<file path="src/rtl/mem_arb_pkg.sv">
// Shared definitions for the two-requester memory arbiter: FSM states,
// grant identifiers and the bit positions used in one-hot grant vectors.
package mem_arb_pkg;

    typedef enum logic [1:0] {
        IDLE = 2'd0,
        REQ  = 2'd1,
        WAIT = 2'd2
    } state_t;

    typedef enum logic {
        GNT_IF = 1'b0,
        GNT_LS = 1'b1
    } gnt_t;

    localparam int IDX_IF = 0;
    localparam int IDX_LS = 1;

endpackage

</file>
<file path="src/rtl/rr_arb2.sv">
// Two-way round-robin arbiter: on a tie the requester that did not win last
// time is granted. Purely combinational, one-hot grant out.
module rr_arb2
    import mem_arb_pkg::*;
(
    input  logic       req_if,
    input  logic       req_ls,
    input  logic       last_gnt,
    output logic [1:0] gnt
);

    always_comb begin
        gnt = 2'b00;
        if (req_if && req_ls) begin
            if (last_gnt == GNT_IF) begin
                gnt[IDX_LS] = 1'b1;
            end else begin
                gnt[IDX_IF] = 1'b1;
            end
        end else begin
            gnt[IDX_IF] = req_if;
            gnt[IDX_LS] = req_ls;
        end
    end

endmodule

</file>
<file path="src/rtl/mem_arbiter.sv">
// Shares one memory port between instruction fetch and load/store, with a
// single transaction in flight at a time and round-robin tie breaking.
module mem_arbiter
    import mem_arb_pkg::*;
#(
    parameter int ADDR_WIDTH = 32,
    parameter int DATA_WIDTH = 32
) (
    input  logic                    clk,
    input  logic                    rst,
    input  logic                    if_req_valid,
    output logic                    if_req_ready,
    input  logic [ADDR_WIDTH-1:0]   if_addr,
    output logic                    if_rsp_valid,
    output logic [DATA_WIDTH-1:0]   if_rdata,
    input  logic                    ls_req_valid,
    output logic                    ls_req_ready,
    input  logic [ADDR_WIDTH-1:0]   ls_addr,
    input  logic                    ls_we,
    input  logic [DATA_WIDTH-1:0]   ls_wdata,
    input  logic [DATA_WIDTH/8-1:0] ls_wmask,
    output logic                    ls_rsp_valid,
    output logic [DATA_WIDTH-1:0]   ls_rdata,
    output logic                    mem_req_valid,
    input  logic                    mem_req_ready,
    output logic [ADDR_WIDTH-1:0]   mem_addr,
    output logic                    mem_we,
    output logic [DATA_WIDTH-1:0]   mem_wdata,
    output logic [DATA_WIDTH/8-1:0] mem_wmask,
    input  logic                    mem_rsp_valid,
    input  logic [DATA_WIDTH-1:0]   mem_rdata
);

    localparam int MASK_W = DATA_WIDTH / 8;

    state_t              state_reg, state_next;
    gnt_t                last_gnt_reg, last_gnt_next;
    logic [ADDR_WIDTH-1:0] addr_reg, addr_next;
    logic                we_reg, we_next;
    logic [DATA_WIDTH-1:0] wdata_reg, wdata_next;
    logic [MASK_W-1:0]   wmask_reg, wmask_next;
    logic [1:0]          arb_gnt;
    logic                pick_ls;

    rr_arb2 u_rr_arb2 (
        .req_if   (if_req_valid),
        .req_ls   (ls_req_valid),
        .last_gnt (last_gnt_reg),
        .gnt      (arb_gnt)
    );

    assign pick_ls = arb_gnt[IDX_LS];

    always_ff @(posedge clk or negedge rst) begin
        if (!rst) begin
            state_reg    <= IDLE;
            last_gnt_reg <= GNT_IF;
            addr_reg     <= '0;
            we_reg       <= 1'b0;
            wdata_reg    <= '0;
            wmask_reg    <= '0;
        end else begin
            state_reg    <= state_next;
            last_gnt_reg <= last_gnt_next;
            addr_reg     <= addr_next;
            we_reg       <= we_next;
            wdata_reg    <= wdata_next;
            wmask_reg    <= wmask_next;
        end
    end

    always_comb begin
        state_next    = state_reg;
        last_gnt_next = last_gnt_reg;
        addr_next     = addr_reg;
        we_next       = we_reg;
        wdata_next    = wdata_reg;
        wmask_next    = wmask_reg;

        if_req_ready  = 1'b0;
        ls_req_ready  = 1'b0;
        if_rsp_valid  = 1'b0;
        if_rdata      = '0;
        ls_rsp_valid  = 1'b0;
        ls_rdata      = '0;
        mem_req_valid = 1'b0;
        // Payload registers feed the memory port directly so it cannot move
        // while a request is stalled on mem_req_ready.
        mem_addr      = addr_reg;
        mem_we        = we_reg;
        mem_wdata     = wdata_reg;
        mem_wmask     = wmask_reg;

        unique case (state_reg)
            IDLE: begin
                // Readies are gated by reset because the reset itself is
                // asynchronous and the state register is already IDLE.
                if (rst && (arb_gnt != 2'b00)) begin
                    if_req_ready  = arb_gnt[IDX_IF];
                    ls_req_ready  = arb_gnt[IDX_LS];
                    last_gnt_next = pick_ls ? GNT_LS : GNT_IF;
                    addr_next     = pick_ls ? ls_addr : if_addr;
                    we_next       = pick_ls & ls_we;
                    wdata_next    = pick_ls ? ls_wdata : '0;
                    wmask_next    = pick_ls ? ls_wmask : '0;
                    state_next    = REQ;
                end
            end
            REQ: begin
                mem_req_valid = 1'b1;
                if (mem_req_ready) begin
                    state_next = WAIT;
                end
            end
            WAIT: begin
                if (mem_rsp_valid) begin
                    if (last_gnt_reg == GNT_LS) begin
                        ls_rsp_valid = 1'b1;
                        ls_rdata     = mem_rdata;
                    end else begin
                        if_rsp_valid = 1'b1;
                        if_rdata     = mem_rdata;
                    end
                    state_next = IDLE;
                end
            end
            default: begin
                state_next = IDLE;
            end
        endcase
    end

endmodule

</file>
<file path="config.mk">
export PLATFORM = sky130hd
export DESIGN_NAME = mem_arbiter
export DESIGN_NICKNAME = d
export VERILOG_FILES = /design/src/rtl/mem_arb_pkg.sv /design/src/rtl/rr_arb2.sv /design/src/rtl/mem_arbiter.sv
export SDC_FILE = /design/constraint.sdc
export NUM_CORES = 1
export LEC_CHECK = 0
export ABC_AREA = 1
export CAP_MARGIN = 30
export CORE_MARGIN = 5
export CORE_UTILIZATION = 34
export CTS_CLUSTER_DIAMETER = 100
export DETAILED_ROUTE_END_ITERATION = 10
export PLACE_DENSITY = 0.81
export SLEW_MARGIN = 20
export SYNTH_ARGS = -nofsm -noshare
export SYNTH_HDL_FRONTEND = slang
export SYNTH_SLANG_ARGS = --single-unit
</file>
<file path="constraint.sdc">
create_clock -name clk -period 1.6 [get_ports clk]
set_input_delay 0.4 -clock clk [delete_from_list [all_inputs] [get_ports clk]]
set_output_delay 0.4 -clock clk [all_outputs]
set_load 0.05 [all_outputs]
</file>
==> summary.md <==
| Metric | Value |
|---|---|
| Number of detailed-route iterations in the first pass | 4 |
| Core box area | 0.0107 sq mm |
| Post-route cell area | 0.00890 sq mm |
| Crit-path max cell delay | 0.39 ns |
| Startpoint Class | flop |
| Setup Skew | 0.00734 ns |
| DP Area | 0.00826 sq mm |
| Worst-path cell chain | inv_2 -> nor2_4 -> nand3_4 -> buf_12 -> nor2_2 -> buf_12 |
| Worst path top cell family by delay | simple AND/OR/NAND/NOR gates |
| Final Slew Violations | 0 |
| Final Net Count | 962 |
| Dpl hpwl | 13500 um |
| Mean routed wirelength per cell | 19.1 um |
| Sequential-to-total area share from yosys stat | 48.8% |
| Initial cell density of the core | 34.4% |
| Status | finished with violations |
| Max cap viols | 0 |
| Initial antenna violation count | 1 |
| #FFs+latches synth | 72 |
| Yosys top cell area share | 48.8% |
| Syn_nets | 669 |
| Final Non-Filler Cells | 969 |
| Top cells by area, synth | dfrtp_1, nand2_1, nor2_1 |
| Reg clk slew, reported paths | 0.08 ns |
| First-pass GRT wire length | 25800 um |
| Sequential cell fraction of total power | 23.1% |
| Syn Area/Cell | 6.97 sq um |
| ANT nets after route | 0 |
| Synth warn | 0 |
| CP Capture Type | output port |
| Failing checks | setup timing |
| Setup WS post-layout | -0.488 ns |
| Lkg Pwr | 0.00427 uW |
| WL final | 18500 um |
| Unrepaired setup endpoints after global routing | yes |
| Number of synthesized flops with an enable pin | 0 |
| Most common cell in the netlist | nand2_1 |
| Inserted Clock Buffers | 9 |
| Worst skew pair latency | 0.35 ns |
| Reg-to-reg startpoint | state_reg[0] |
| Final Hold Viols | 0 |
| R2r worst-path depth | 9 |
| GRT Total Usage | 25.3% |
| Via/cell ratio | 4.85 |
| Full die area | 0.0131 sq mm |
| Net Switching | 7420 uW |
| Filler Cells Inserted | 576 |
| Worst-margin pin slew | 0.799 ns |
| Worst Path Max Fanout | 17 |
| Pre-CTS setup slack | -0.441 ns |
| Peak supply drop | 1.21 mV |
| PwrDens | 1800 mW/mm^2 |
| Port Buf Inserts | 276 |
| F_max | 479 MHz |
| CP bufs+invs | 3 |
| Remaining Overflow, GRT | 0 |
| Final setup viols | 80 |
| Clk network pwr share | 10.9% |
| Vias in the first global route | 4960 |
| Setup TNS | -28.87 ns |
| Synth unique cells | 19 |
| H-tree depth | 3 |
| Power share of the combinational group | 66.0% |
| Clock sinks | 72 |
| Synthesized cell area | 0.00369 sq mm |
| Tcrit/Tclk final | 130% |
| Arrival time at the worst endpoint | 1.69 ns |
| CTS tree | done |
| DRC viols | 0 |
| Yosys top cell by area | dfrtp_1 |
| Flop2flop setup slack | -0.04 ns |
| Kind of critical path | flop to output port |
| Reg-to-reg endpoint | mem_addr[15] |
| Layout cell share with drive strength beyond 1 | 32.9% |
| Rel. slew slack | 46.7% |
| DIE WIDTH | 114 um |
| Post-route minimum period | 2.09 ns |
| CP most frequent cell | buf_12 |
| Max stage delay cell, worst path | dfrtp_1 |
| Synth Instances | 530 |
| Core Util, Final | 82.8% |
| Number of I/O pins | 277 |
| Root Buffer Master | clkbuf_8 |
| Sw Ratio | 46.4% |
| DP Cell Count | 942 |
| Min-delay worst type | primary input to async pin |
| Num rows | 38 |
| CTS Buffer Depth | 2 |
| Gp weighted congestion | 0.876 |
| Die height | 114 um |
| P_int | 8560 uW |
| Async SR Flop Fraction | 100% |
| DR vias | 4696 |
| Area growth, synth to finish | 141% |
| Prevailing post-synth register cell | dfrtp_1 |
| Synth cell count leaders | nand2_1, dfrtp_1, nor2_1 |
| Largest net degree at the start of global routing | 63 |
| Iter 0 DRT Violations | 211 |
| Worst path required time | 1.20 ns |
cell families after synthesis:
family                 count (synthesis)  synth area share, %
AO/OA/AOI/OAI                          3                0.474
buffers and inverters                 71                 8.91
flip-flops                            72                 48.8
AND/OR/NAND/NOR                      384                 41.9
power groups by stage:
stage               Sequential [uW]  Combinational, uW  Clock (uW)
floorplan                      6190               1930           0
global placement               3640               9970           0
detailed placement             3710              10200           0
CTS                            3680              10400        1780
global route                   3820              11000        1840
finish                         3700              10500        1740
metal layers:
layer | wire [um] | track usage (%)
met5 | 0 | 0
met2 | 10100 | 48.4
met3 | 1310 | 5.76
met4 | 963 | 13.3
met1 | 6130 | 25.0
cells in the final DEF (no fill, tap or decap), types with 2 or more instances in the layout:
cell type,synthesis,final
nand3_1,35,35
buf_12,0,142
clkbuf_8,0,9
buf_6,1,3
clkdlybuf4s50_1,0,134
nand2_1,272,271
inv_2,1,3
nor2_4,2,48
clkbuf_16,0,2
clkbuf_1,2,2
nand2_4,1,5
bufinv_16,0,3
nor2_2,1,21
inv_1,41,37
buf_4,10,26
dfrtp_1,72,71
nand3_4,0,2
dlygate4sd2_1,0,3
stage by stage:
step	total power, uW	hold slack, ns
after floorplan	8120	0.104
after global placement	13600	0.360
after detailed placement	13900	0.375
after CTS	15800	0.00180
after global routing	16600	0.0185
final	16000	0.0111
layout make-up:
cell class / count / area (sq um) / share of cell area (%)
tap: 140 / 175 / 1.97
multi-input combinational: 387 / 2010 / 22.6
antenna: 1 / 2.50 / 0.0281
timing repair buffer: 311 / 4500 / 50.6
sequential: 72 / 1800 / 20.3
clock inverter: 5 / 104 / 1.17
inverter: 42 / 173 / 1.94
clock buffer: 11 / 131 / 1.48
timing repair:
action	in CTS	in global routing
pin swaps	6	6
gates resized for setup	33	39
setup endpoints to repair	71	101
hold buffers	0	0
buffers inserted	7	5
endpoints found under the hold margin	0	0
gates cloned	0	4
worst max path at each step:
stage,slack [ns],depth (start not counted),from,endpoint
2_1_floorplan,-0.16,3,state_reg[0],if_rdata[26]
3_3_place_gp,-0.42,5,mem_rsp_valid,if_rdata[31]
3_5_place_dp,-0.44,5,mem_rsp_valid,ls_rdata[0]
4_1_cts,-0.39,5,state_reg[0],ls_rdata[20]
5_1_grt,-0.56,6,state_reg[1],if_rdata[31]
6_report,-0.49,6,state_reg[1],if_rdata[31]
Power figures use the tool's default switching activity.
